$ cat config.mk
export PLATFORM = sky130hd
export DESIGN_NAME = seg_display_scanner
export DESIGN_NICKNAME = d
export VERILOG_FILES = /design/src/rtl/seg_display_scanner.sv
export SDC_FILE = /design/constraint.sdc
export NUM_CORES = 1
export LEC_CHECK = 0
export CORE_MARGIN = 3
export CORE_UTILIZATION = 45
export DETAILED_ROUTE_END_ITERATION = 8
export HOLD_SLACK_MARGIN = 0.08
export PLACE_DENSITY = 0.69
export SLEW_MARGIN = 0
export SYNTH_ARGS = -nofsm -noshare
export SYNTH_HDL_FRONTEND = slang
export SYNTH_SLANG_ARGS = --single-unit
export TNS_END_PERCENT = 50
$ cat constraint.sdc
create_clock -name clk -period 8.5 [get_ports clk]
set_input_delay 2.55 -clock clk [delete_from_list [all_inputs] [get_ports clk]]
set_output_delay 2.55 -clock clk [all_outputs]
set_load 0.05 [all_outputs]
$ cat src/rtl/seg_display_scanner.sv
// Multiplexed seven-segment scanner: time-slices NUM_DIGITS hex digits with
// PWM brightness, leading-zero blanking and frame-coherent value shadowing.
module seg_display_scanner #(
    parameter int NUM_DIGITS = 8,
    parameter int DIV_LOG2   = 4,
    parameter int DUTY_BITS  = 3
) (
    input  logic                    clk,
    input  logic                    reset,
    input  logic [4*NUM_DIGITS-1:0] number,
    input  logic [NUM_DIGITS-1:0]   dp,
    input  logic [NUM_DIGITS-1:0]   digit_en,
    input  logic                    blank_lz,
    input  logic [DUTY_BITS-1:0]    brightness,
    output logic [NUM_DIGITS-1:0]   anodes,
    output logic [7:0]              cathodes,
    output logic                    frame_start
);

    localparam int SLOT_W = (NUM_DIGITS > 1) ? $clog2(NUM_DIGITS) : 1;
    localparam logic [SLOT_W-1:0] LAST_SLOT = SLOT_W'(NUM_DIGITS - 1);

    logic [DIV_LOG2-1:0]     pre_cnt_q, pre_cnt_d;
    logic [SLOT_W-1:0]       slot_q, slot_d;
    logic [4*NUM_DIGITS-1:0] shadow_num_q, shadow_num_d;
    logic [NUM_DIGITS-1:0]   shadow_dp_q, shadow_dp_d;
    logic [NUM_DIGITS-1:0]   anodes_q, anodes_d;
    logic [7:0]              cathodes_q, cathodes_d;
    logic                    frame_start_q, frame_start_d;

    logic                    frame_edge;
    logic                    lz_run;
    logic [NUM_DIGITS-1:0]   blank;
    logic [3:0]              sel_nib;
    logic                    sel_dp;
    logic                    sel_blank;
    logic                    duty_on;
    logic [6:0]              seg_pat;

    // Segments {CA..CG}, active-low; DP bit is appended separately.
    function automatic logic [6:0] glyph(input logic [3:0] n);
        logic [6:0] g;
        case (n)
            4'h0: g = 7'h01;
            4'h1: g = 7'h4F;
            4'h2: g = 7'h12;
            4'h3: g = 7'h06;
            4'h4: g = 7'h4C;
            4'h5: g = 7'h24;
            4'h6: g = 7'h20;
            4'h7: g = 7'h0F;
            4'h8: g = 7'h00;
            4'h9: g = 7'h04;
            4'hA: g = 7'h08;
            4'hB: g = 7'h60;
            4'hC: g = 7'h31;
            4'hD: g = 7'h42;
            4'hE: g = 7'h30;
            default: g = 7'h38;
        endcase
        return g;
    endfunction

    always_comb begin
        int unsigned idx;
        idx       = 0;
        pre_cnt_d = pre_cnt_q + 1'b1;
        slot_d    = slot_q;
        if (pre_cnt_q == '1) begin
            slot_d = (slot_q == LAST_SLOT) ? '0 : slot_q + 1'b1;
        end

        // The frame's first output cycle already uses the freshly sampled value.
        frame_edge   = (pre_cnt_q == '0) && (slot_q == '0);
        shadow_num_d = frame_edge ? number : shadow_num_q;
        shadow_dp_d  = frame_edge ? dp : shadow_dp_q;

        lz_run = 1'b1;
        blank  = '0;
        for (int unsigned j = 0; j < NUM_DIGITS; j++) begin
            idx    = NUM_DIGITS - 1 - j;
            lz_run = lz_run & (shadow_num_d[4*idx +: 4] == 4'h0);
            if (idx != 0) begin
                blank[idx] = blank_lz & lz_run;
            end
        end

        duty_on   = (pre_cnt_q[DIV_LOG2-1 -: DUTY_BITS] <= brightness);
        sel_nib   = '0;
        sel_dp    = 1'b0;
        sel_blank = 1'b0;
        anodes_d  = '1;
        for (int unsigned i = 0; i < NUM_DIGITS; i++) begin
            if (slot_q == SLOT_W'(i)) begin
                sel_nib     = shadow_num_d[4*i +: 4];
                sel_dp      = shadow_dp_d[i];
                sel_blank   = blank[i];
                anodes_d[i] = ~(digit_en[i] & duty_on);
            end
        end

        seg_pat       = glyph(sel_nib);
        cathodes_d    = {sel_blank ? 7'h7F : seg_pat, ~sel_dp};
        frame_start_d = frame_edge;
    end

    always_ff @(posedge clk) begin
        if (reset) begin
            pre_cnt_q     <= '0;
            slot_q        <= '0;
            shadow_num_q  <= '0;
            shadow_dp_q   <= '0;
            anodes_q      <= '1;
            cathodes_q    <= '1;
            frame_start_q <= 1'b0;
        end else begin
            pre_cnt_q     <= pre_cnt_d;
            slot_q        <= slot_d;
            shadow_num_q  <= shadow_num_d;
            shadow_dp_q   <= shadow_dp_d;
            anodes_q      <= anodes_d;
            cathodes_q    <= cathodes_d;
            frame_start_q <= frame_start_d;
        end
    end

    assign anodes      = anodes_q;
    assign cathodes    = cathodes_q;
    assign frame_start = frame_start_q;

endmodule

==> results of run 1 <==
==> report_power, final <==
part | switching (mW) | internal, mW
combinational | 0.124 | 0.0910
sequential | 0.0143 | 0.329
clock | 0.112 | 0.151
==> registers in the layout, summed over array words and instances (netlist names) <==
| signal | count |
|---|---|
| shadow_num_q | 32 |
| anodes | 8 |
| cathodes | 8 |
| shadow_dp_q | 8 |
| pre_cnt_q | 4 |
| slot_q | 3 |
| frame_start | 1 |
==> critical path: stages <==
cell and delay [ns]:
clkdlybuf4s50_1 0.43, nand3b_1 0.09, mux2i_1 0.08, nor4_1 0.30, a311oi_1 0.12, o221ai_1 0.80, nand2_1 0.29, o221ai_1 0.27
==> cells in the final DEF (no fill, tap or decap), types with 2 or more instances in the layout <==
cell type and instances:
a211o_1 2, a211oi_1 3, a21o_1 5, a21o_2 3, a21oi_1 40, a21oi_2 2, a221oi_1 2, a31oi_1 5
and2_1 2, and3_1 2, buf_4 4, clkbuf_1 2, clkbuf_8 11, clkdlybuf4s50_1 70, clkinv_2 2, dfxtp_1 64
ha_1 17, inv_1 16, mux2_4 2, mux2i_1 13, nand2_1 81, nand3_1 22, nand3b_1 4, nand4_1 4
nor2_1 22, nor2_2 2, nor2b_1 4, nor3_1 7, nor4_1 11, o2111ai_1 5, o21ai_0 10, o221ai_1 5
o41ai_1 3, or2_2 2, or4_1 3
==> area by class of cell <==
class	count	area, um^2
Clock buffer	13	159
Clock inverter	3	40.0
Fill cell	698	3000
Inverter	16	60.1
Multi-Input combinational cell	307	1900
Sequential cell	64	1280
Tap cell	99	124
Timing Repair Buffer	74	731
==> kinds of logic (layout without fill, tap and decap cells) <==
group	count (synthesis)	in the layout	share of synthesized area
AO/OA/AOI/OAI	98	98	0.195
XOR/XNOR	2	2	0.00516
adder cells (fa/ha/maj)	17	17	0.0627
buffers and inverters	43	106	0.0631
flip-flops	64	64	0.378
multiplexers	16	16	0.0505
AND/OR/NAND/NOR	174	174	0.246
==> stage by stage <==
stage	area (um^2)	power, mW	hold WS, ns	util
after floorplan	3390	0.494	0.430	-
after global placement	4100	0.559	0.445	0.562
after detailed placement	4100	0.564	0.452	0.562
after CTS	4300	0.825	0.464	0.589
after global routing	4300	0.862	0.489	0.589
final	4300	0.820	0.460	0.589
==> routing by layer <==
metal | vias up | GRT usage
li1 | 1591 | -
met1 | 1470 | 0.268
met2 | 110 | 0.338
met3 | 12 | 0.0439
met4 | 0 | 0.0842
met5 | - | 0
==> how the worst max path moves through the flow <==
stage,to,cells past startpoint,from
6_report,cathodes[1]$_SDFF_PP1_,8,number[2]
3_5_place_dp,cathodes[5]$_SDFF_PP1_,8,number[2]
3_3_place_gp,cathodes[2]$_SDFF_PP1_,8,number[2]
2_1_floorplan,cathodes[6]$_SDFF_PP1_,9,number[0]
4_1_cts,cathodes[1]$_SDFF_PP1_,8,number[2]
5_1_grt,cathodes[5]$_SDFF_PP1_,8,number[2]
==> key figures, run 1 <==
Timing
  • Period Utilization, post-route: 0.552
  • Final Setup Violations: 0
  • Final WS setup: around 3.8 ns
  • FMAX: between 200 and 250 MHz
  • Fin. max-slew vios: 0
  • Worst-margin pin slew: between 0.9 and 1 ns
  • Layout Skew: between 0.004 and 0.005 ns
  • Unrepaired setup endpoints after global routing: no
  • Tmin final: between 4 and 5 ns
  • Rel. slew slack: 0.364
  • Final Hold Viols: 0
  • Sum Neg Setup Slack: 0 ns

Route
  • WL met3: 588 um
  • TritonRoute pass-1 iters: 5
  • DR DRC count: 0
  • Drt wl/cell: roughly 15 um
  • Detailed Route WL: a little under 9000 um
  • Post-DRT Antenna Nets: 0
  • Top Metal Used: met4
  • Via density: 5.53
  • Via Count: about 3,200
  • M1 WL: 3960 um
  • Met2 WL: approximately 4100 um
  • Drt initial violations: ~180

CTS
  • CTS tree: yes
  • Clk_lat worst skew: roughly 0.34 ns
  • Worst-path clk slew: about 0.070 ns
  • Post-cts sizing count: 0
  • H-tree depth: 3
  • TritonCTS Sinks: 64
  • Max clock buf depth: 2
  • Setup Fix Bufs, Post-CTS: 0
  • Hold Buf Count CTS: 0
  • Num CTS Buffers: 9
  • Clock Tree Root: clkbuf_8

Worst setup path
  • Crit path DAT: between 4 and 5 ns
  • Crit Path Max Fanout: 12
  • Reg-to-Reg End: cathodes[4]$_SDFF_PP1_
  • Critical setup path kind: input port to flop
  • CP endpoint kind: flop
  • Reg2Reg Setup Slack: between 4 and 5 ns
  • Critical Path RT: ~8.7 ns
  • Type of origin of the critical path: input port
  • RR Startpoint: slot_q[0]$_SDFFE_PP0N_
  • Worst r2r path cells: 14

Logic synthesis
  • Seq cells post-synth: 64
  • Number of synthesized flops with an enable pin: 0
  • Syn nets: 485
  • Ranking of synthesized cells by area: dfxtp_1 38%, nand2_1 9.0%, ha_1 6.3%, a21oi_1 5.9%, mux2i_1 3.8%
  • Count leader, synth: nand2_1
  • Area leader, netlist: dfxtp_1
  • Yosys cell types: a little under 60
  • Seq/Total Area, Yosys: 0.378
  • Mapped cell area: about 3400 um^2
  • Asr flop ratio synth: 0
  • Synth Flop Type: dfxtp_1
  • Synthesized instance count: between 400 and 500
  • Synth top area share: 0.378
  • Syn. warnings: 0
  • Synth top cells by count: 81 x nand2_1, 64 x dfxtp_1, 40 x a21oi_1, 23 x nor2_1, 22 x nand3_1
  • Syn avg cell area: roughly 8.2 um^2

Flow run
  • MaxCap Viol Count: 0

Status
  • Outcome: finished clean

Floorplanning
  • Io pins: a little over 70
  • Die area: approximately 8600 um^2
  • Die Span X: 92.8 um
  • Starting Density: 0.465
  • Row cnt: 31
  • Die height: ~93 um
  • Core Region: 7290 um^2

Finish
  • Ant. Diodes: 0
  • Final Non-Filler Cells: approximately 580
  • Layout cells sized above 1: 0.0839
  • Area growth from synthesis to final layout: 26.6%
  • Nets: roughly 540

Place
  • Placed cells: 560
  • Routability-driven placement congestion ratio: a little over 0.8
  • DP Wirelength: just over 6000 um
  • IO Port Bufs: 70
  • Post-Place Worst Slack: roughly 3.5 ns

Global route
  • First-pass GRT wire length: 14,400 um
  • Initial antenna violation count: 0
  • Vias in the first global route: a little over 3,000
  • Gr usage total: 0.208
  • GRT overflow: 0
  • Largest net degree at the start of global routing: 54

Power
  • Leak: ~1.7 nW
  • Pwr dens: ~190 nW/um^2
  • Peak VDD IR: between 0.08 and 0.09 mV

Hold path
  • Worst hold path depth: 2
  • Hold path endpoint: shadow_dp_q[4]$_SDFF_PP0_
  • Hold Startpoint: shadow_dp_q[4]$_SDFF_PP0_
  • Worst hold path class: flop to flop
(Power assumes the default switching activity.)
==> inputs of run 2 (changes only) <==
==> constraint.sdc (replaced) <==
create_clock -name clk -period 4.9 [get_ports clk]
set_input_delay 1.47 -clock clk [delete_from_list [all_inputs] [get_ports clk]]
set_output_delay 1.47 -clock clk [all_outputs]
set_load 0.05 [all_outputs]
==> run 2 against run 1 <==
  * First-iteration DRC count did not move
  * Worst hold slack got worse by 0.0013 ns
  * Utilization fell by 0.26 points
  * Largest cell class unchanged
  * Largest power group unchanged
  * Critical endpoint unchanged
  * Critical path depth increased by 1
==> key figures, run 2 (synthesis results as in run 1) <==
Status
  • Outcome: finished clean (unchanged)

Finish
  • Commonest non-fill, non-tap cell in the layout: nand2_1 (unchanged)
  • Ant. Diodes: 0 (unchanged)
  • Post-layout util: 0.586 (was 0.589)
  • Layout cells sized above 1: 0.0860 (was 0.0839)
  • Max reg flops: 32 (unchanged)
  • Most frequent cells in the layout: 81 x nand2_1, 70 x clkdlybuf4s50_1, 64 x dfxtp_1 (unchanged)
  • Cell area after layout: 4280 um^2 (was 4300 um^2)
  • Final Non-Filler Cells: 576 (unchanged)
  • Area growth from synthesis to final layout: 26.0% (was 26.6%)
  • Nets: 544 (was 543)
  • Top reg by flops: shadow_num_q (unchanged)
  • Fill count: 717 (was 698)

Route
  • Via density: 5.58 (was 5.53)
  • Detailed Route WL: 9000 um (was 8760 um)
  • Drt wl/cell: 15.6 um (was 15.2 um)
  • Post-DRT Antenna Nets: 0 (unchanged)
  • TritonRoute pass-1 iters: 6 (was 5)
  • Drt initial violations: 183 (unchanged)
  • Via Count: 3,213 (was 3,183)
  • DR DRC count: 0 (unchanged)

Global route
  • GRT overflow: 0 (unchanged)
  • Vias in the first global route: 3,089 (was 3,067)
  • Largest net degree at the start of global routing: 53 (was 54)
  • Gr usage total: 0.212 (was 0.208)
  • First-pass GRT wire length: 14,700 um (was 14,400 um)
  • Initial antenna violation count: 0 (unchanged)

Timing
  • Final WS setup: 1.06 ns (was 3.81 ns)
  • Hold_ws: 0.459 ns (was 0.460 ns)
  • Final Hold Viols: 0 (unchanged)
  • Period Utilization, post-route: 0.783
  • Final Setup Violations: 0 (unchanged)
  • Fin. max-slew vios: 0 (unchanged)
  • Tmin final: 3.84 ns
  • Layout Skew: 0.0148 ns (was 0.00434 ns)
  • FMAX: about 260 MHz
  • Worst-margin pin slew: 1.06 ns (was 0.954 ns)
  • Unrepaired setup endpoints after global routing: no (unchanged)
  • Sum Neg Setup Slack: 0 ns (unchanged)
  • Rel. slew slack: 0.296 (was 0.364)

CTS
  • Clk_lat worst skew: 0.35 ns (was 0.34 ns)
  • CTS tree: yes (unchanged)
  • Hold Buf Count CTS: 0 (unchanged)
  • Clock Tree Root: clkbuf_8 (unchanged)
  • Max clock buf depth: 2 (unchanged)
  • H-tree depth: 3 (unchanged)
  • Num CTS Buffers: 9 (unchanged)
  • TritonCTS Sinks: 64 (unchanged)
  • Post-cts sizing count: 0 (unchanged)
  • Worst-path clk slew: 0.08 ns (was 0.07 ns)
  • Setup Fix Bufs, Post-CTS: 0 (unchanged)

Worst setup path
  • Crit path DAT: 4.09 ns (was 4.94 ns)
  • CP endpoint kind: flop (unchanged)
  • CP cell instances: inv_1, ha_1, and4bb_4, nand2_2, o2bb2ai_1, nand2_1, o221ai_1, nand2_1, o221ai_1 (was clkdlybuf4s50_1, nand3b_1, mux2i_1, nor4_1, a311oi_1, o221ai_1, nand2_1, o221ai_1)
  • Critical Path RT: 5.15 ns (was 8.74 ns)
  • Worst path max stage delay: 0.83 ns (was 0.80 ns)
  • Cell with the largest stage delay on the worst path: o221ai_1 (unchanged)
  • Type of origin of the critical path: flop (was input port)
  • Critical setup path kind: flop to flop (was input port to flop)
  • Crit Path Max Fanout: 32 (was 12)

Floorplanning
  • Io pins: 71 (unchanged)
  • Starting Density: 0.465 (unchanged)
  • Die area: 8620 um^2 (unchanged)
  • Die height: 92.8 um (unchanged)
  • Core Region: 7290 um^2 (unchanged)
  • Row cnt: 31 (unchanged)
  • Die Span X: 92.8 um (unchanged)

Place
  • IO Port Bufs: 70 (unchanged)
  • Placed cells: 561 (was 560)
  • Post-Place Worst Slack: 0.933 ns (was 3.49 ns)
  • Routability-driven placement congestion ratio: 0.862 (was 0.815)
  • Placed standard-cell area: 4100 um^2 (about the same)
  • DP Wirelength: 6410 um (was 6190 um)

Flow run
  • MaxCap Viol Count: 0 (unchanged)

Power
  • Peak VDD IR: 0.188 mV (was 0.0819 mV)
  • Leak: 1.73 nW (was 1.74 nW)
  • Overall power: 1.38 mW (was 0.820 mW)
  • Pwr dens: 323 nW/um^2 (was 191 nW/um^2)

Hold path
  • Worst hold path class: flop to flop (unchanged)
[run 2: changes by cell type in the layout (fill, tap and decap cells not counted)]
cell	previous run	this run
buf_4	4	5
bufinv_16	1	0
clkbuf_1	2	1
clkinvlp_4	0	1
[run 2: area by class of cell]
cell class,instances,area (um^2),area share
multi-input cells,307,1900,0.444
flip-flops and latches,64,1280,0.300
inverters,16,60.1,0.0140
clock buffers,12,155,0.0363
well taps,99,124,0.0290
clock inverters,3,17.5,0.00410
repair buffers,75,738,0.173
[run 2: power breakdown]
group / switching (mW) / total (mW) / leakage, nW / internal (mW)
Combinational: 0.216 / 0.376 / 1.11 / 0.160
Sequential: 0.0253 / 0.595 / 0.527 / 0.570
Clock: 0.206 / 0.413 / 0.0882 / 0.207
Total: 0.447 / 1.38 / 1.73 / 0.937
[run 2: per-layer routing]
layer / global-route usage / up-vias / part of all wire
met3: 0.0390 / 13 / 0.050
met5: 0 / - / 0
met2: 0.334 / 91 / 0.45
li1: - / 1587 / -
met1: 0.290 / 1522 / 0.48
met4: 0.0757 / 0 / 0.015
[run 2: worst paths after layout]
| kind | endpoint | from | slack [ns] | cells after the start |
|---|---|---|---|---|
| min reg2reg | shadow_num_q[3]$_SDFF_PP0_ | shadow_num_q[3]$_SDFF_PP0_ | 0.46 | 2 |
| max reg2reg | cathodes[1]$_SDFF_PP1_ | slot_q[0]$_SDFFE_PP0N_ | 1.06 | 9 |
| min | shadow_num_q[3]$_SDFF_PP0_ | shadow_num_q[3]$_SDFF_PP0_ | 0.46 | 2 |
| max | cathodes[1]$_SDFF_PP1_ | slot_q[0]$_SDFFE_PP0N_ | 1.06 | 9 |
[run 2: worst max-delay path, delay by kind of cell, from the launching register on]
family | cells | cell delay (ns)
buffers and inverters | 1 | 0.09
DFF | 1 | 0.35
AOI/OAI and AO/OA | 3 | 1.48
adders and majority gates | 1 | 0.54
and+or+nand+nor | 4 | 1.26
==> inputs of run 3 (changes only) <==
==> constraint.sdc (replaced) <==
create_clock -name clk -period 3.89 [get_ports clk]
set_input_delay 1.167 -clock clk [delete_from_list [all_inputs] [get_ports clk]]
set_output_delay 1.167 -clock clk [all_outputs]
set_load 0.05 [all_outputs]
==> run 3 against run 2 <==
  * Combinational power up 29%
  * Critical path depth up 4
  * Setup slack worse by 0.44 ns
  * Critical endpoint is now cathodes[6]$_SDFF_PP1_
  * Highest routed layer unchanged
==> key figures, run 3 (synthesis results as in run 1) <==
Status
  • Outcome: finished clean (unchanged)

Timing
  • Layout Skew: 0.00657 ns (was 0.0148 ns)
  • FMAX: 306 MHz (was 260 MHz)
  • Unrepaired setup endpoints after global routing: no (unchanged)
  • Tmin final: 3.27 ns (was 3.84 ns)
  • Final Hold Viols: 0 (unchanged)
  • Fin. max-slew vios: 0 (unchanged)
  • Worst-margin pin slew: 0.900 ns (was 1.06 ns)
  • Rel. slew slack: 0.400 (was 0.296)
  • Sum Neg Setup Slack: 0 ns (unchanged)
  • Final Setup Violations: 0 (unchanged)
  • Period Utilization, post-route: 0.840 (was 0.783)

Worst setup path
  • Reg2Reg Setup Slack: 0.62 ns (was 1.06 ns)
  • Type of origin of the critical path: flop (unchanged)
  • Crit path DAT: 3.55 ns (was 4.09 ns)
  • Worst path max stage delay: 0.41 ns (was 0.83 ns)
  • Reg-to-Reg End: cathodes[6]$_SDFF_PP1_ (was cathodes[1]$_SDFF_PP1_)
  • Cell mode on critical path: inv_1
  • Crit Path Max Fanout: 17 (was 32)
  • Critical setup path kind: flop to flop (unchanged)
  • CP cell instances: inv_1, ha_1, and4bb_4, nand2_2, buf_4, nand2_1, and3_1, o221ai_2, inv_1, ha_1, inv_1, mux2_4, o211ai_2 (was inv_1, ha_1, and4bb_4, nand2_2, o2bb2ai_1, nand2_1, o221ai_1, nand2_1, o221ai_1)
  • RR Startpoint: slot_q[0]$_SDFFE_PP0N_ (unchanged)
  • Total buffers and inverters traversed by the critical path: 4 (was 1)
  • Critical Path RT: 4.17 ns (was 5.15 ns)
  • CP endpoint kind: flop (unchanged)
  • Cell with the largest stage delay on the worst path: dfxtp_1 (was o221ai_1)
  • Worst r2r path cells: 13 (was 9)
  • Crit path max-delay family: simple AND/OR/NAND/NOR gates (was compound AO/OA/AOI/OAI gates)
  • Critical Path Start: slot_q[0]$_SDFFE_PP0N_ (unchanged)

Global route
  • First-pass GRT wire length: 14,900 um (was 14,700 um)
  • Initial antenna violation count: 0 (unchanged)
  • Gr usage total: 0.219 (was 0.212)
  • GRT overflow: 0 (unchanged)
  • Vias in the first global route: 3,104 (was 3,089)
  • Largest net degree at the start of global routing: 25 (was 53)

Finish
  • Area growth from synthesis to final layout: 30.2% (was 26.0%)
  • Nets: 555 (was 544)
  • Post-layout util: 0.606 (was 0.586)
  • Top reg by flops: shadow_num_q (unchanged)
  • Max reg flops: 32 (unchanged)
  • Commonest non-fill, non-tap cell in the layout: nand2_1 (unchanged)
  • Cell area after layout: 4420 um^2 (was 4280 um^2)
  • Ant. Diodes: 0 (unchanged)
  • Layout cells sized above 1: 0.106 (was 0.0860)
  • Fill count: 694 (was 717)
  • Most frequent cells in the layout: 81 x nand2_1, 70 x clkdlybuf4s50_1, 64 x dfxtp_1 (unchanged)

Route
  • Drt initial violations: 214 (was 183)
  • Drt wl/cell: 15.5 um (was 15.6 um)
  • Via Count: 3,279 (was 3,213)
  • Post-DRT Antenna Nets: 0 (unchanged)
  • TritonRoute pass-1 iters: 5 (was 6)
  • DR DRC count: 0 (unchanged)
  • Detailed Route WL: 9100 um (was 9000 um)
  • Via density: 5.58 (about the same)

Floorplanning
  • Die area: 8620 um^2 (unchanged)
  • Die height: 92.8 um (unchanged)
  • Row cnt: 31 (unchanged)
  • Die Span X: 92.8 um (unchanged)
  • Starting Density: 0.465 (unchanged)
  • Core Region: 7290 um^2 (unchanged)
  • Io pins: 71 (unchanged)

Power
  • Overall power: 1.90 mW (was 1.38 mW)
  • Pwr dens: 430 nW/um^2 (was 323 nW/um^2)
  • Leak: 1.81 nW (was 1.73 nW)
  • Peak VDD IR: 0.184 mV (was 0.188 mV)

CTS
  • Num CTS Buffers: 9 (unchanged)
  • CTS tree: yes (unchanged)
  • TritonCTS Sinks: 64 (unchanged)
  • Post-cts sizing count: 0 (unchanged)
  • Clk_lat worst skew: 0.35 ns (about the same)
  • Max clock buf depth: 2 (unchanged)
  • Hold Buf Count CTS: 0 (unchanged)
  • Clock Tree Root: clkbuf_8 (unchanged)
  • Worst-path clk slew: 0.07 ns (was 0.08 ns)
  • Setup Fix Bufs, Post-CTS: 0 (unchanged)
  • H-tree depth: 3 (unchanged)

Flow run
  • MaxCap Viol Count: 0 (unchanged)

Hold path
  • Worst hold path class: flop to flop (unchanged)
  • Hold Startpoint: shadow_dp_q[6]$_SDFF_PP0_ (was shadow_num_q[3]$_SDFF_PP0_)
  • Worst hold path depth: 2 (unchanged)
  • Hold path endpoint: shadow_dp_q[6]$_SDFF_PP0_ (was shadow_num_q[3]$_SDFF_PP0_)

Place
  • IO Port Bufs: 70 (unchanged)
  • Placed standard-cell area: 4190 um^2 (was 4100 um^2)
  • Routability-driven placement congestion ratio: 0.908 (was 0.862)
  • DP Wirelength: 6620 um (was 6410 um)
run 3: cell count changes in the layout (fill, tap and decap cells not counted):
cell        delta
clkinv_2       -2
bufinv_16      +2
clkinvlp_4     -1
clkbuf_1       +1
clkbuf_8       +1
buf_4         +11
run 3: power breakdown:
group          internal (mW)  switching [mW]  total, mW
Sequential             0.718          0.0310      0.749
Clock                  0.414           0.254      0.668
Combinational          0.212           0.273      0.485
Total                   1.34           0.558       1.90
run 3: area by class of cell:
cell class                      instances  area, um^2  area share
Timing Repair Buffer                   86         821       0.186
Multi-Input combinational cell        307        1900       0.430
Tap cell                               99         124      0.0280
Inverter                               16        60.1      0.0136
Sequential cell                        64        1280       0.290
Clock inverter                          2        60.1      0.0136
Clock buffer                           14         173      0.0391
run 3: routing by layer:
metal	vias up	share of wire	GRT usage
li1	1616	-	-
met1	1534	0.43	0.274
met2	121	0.48	0.356
met3	8	0.073	0.0561
met4	0	0.011	0.0928
met5	-	0	0
run 3: how the worst max path moves through the flow:
stage | end | slack, ns | depth (start not counted)
floorplan | cathodes[6]$_SDFF_PP1_ | 0.95 | 12
global placement | cathodes[6]$_SDFF_PP1_ | 0.54 | 10
detailed placement | cathodes[6]$_SDFF_PP1_ | 0.49 | 10
CTS | cathodes[6]$_SDFF_PP1_ | 0.63 | 13
global route | cathodes[6]$_SDFF_PP1_ | 0.37 | 13
finish | cathodes[6]$_SDFF_PP1_ | 0.62 | 13
run 3: worst min-delay path, stage by stage, from the launching register on:
cell and delay (ns):
dfxtp_1 0.32, nand2_1 0.05, a21oi_1 0.05
run 3: through the flow:
| step | setup WS (ns) | instances | hold slack [ns] |
|---|---|---|---|
| after CTS | 0.627 | 588 | 0.459 |
| after global routing | 0.375 | 588 | 0.479 |
| after detailed placement | 0.486 | 572 | 0.449 |
| final | 0.621 | 588 | 0.462 |
| after global placement | 0.540 | 572 | 0.444 |
| after floorplan | 0.949 | 414 | 0.430 |
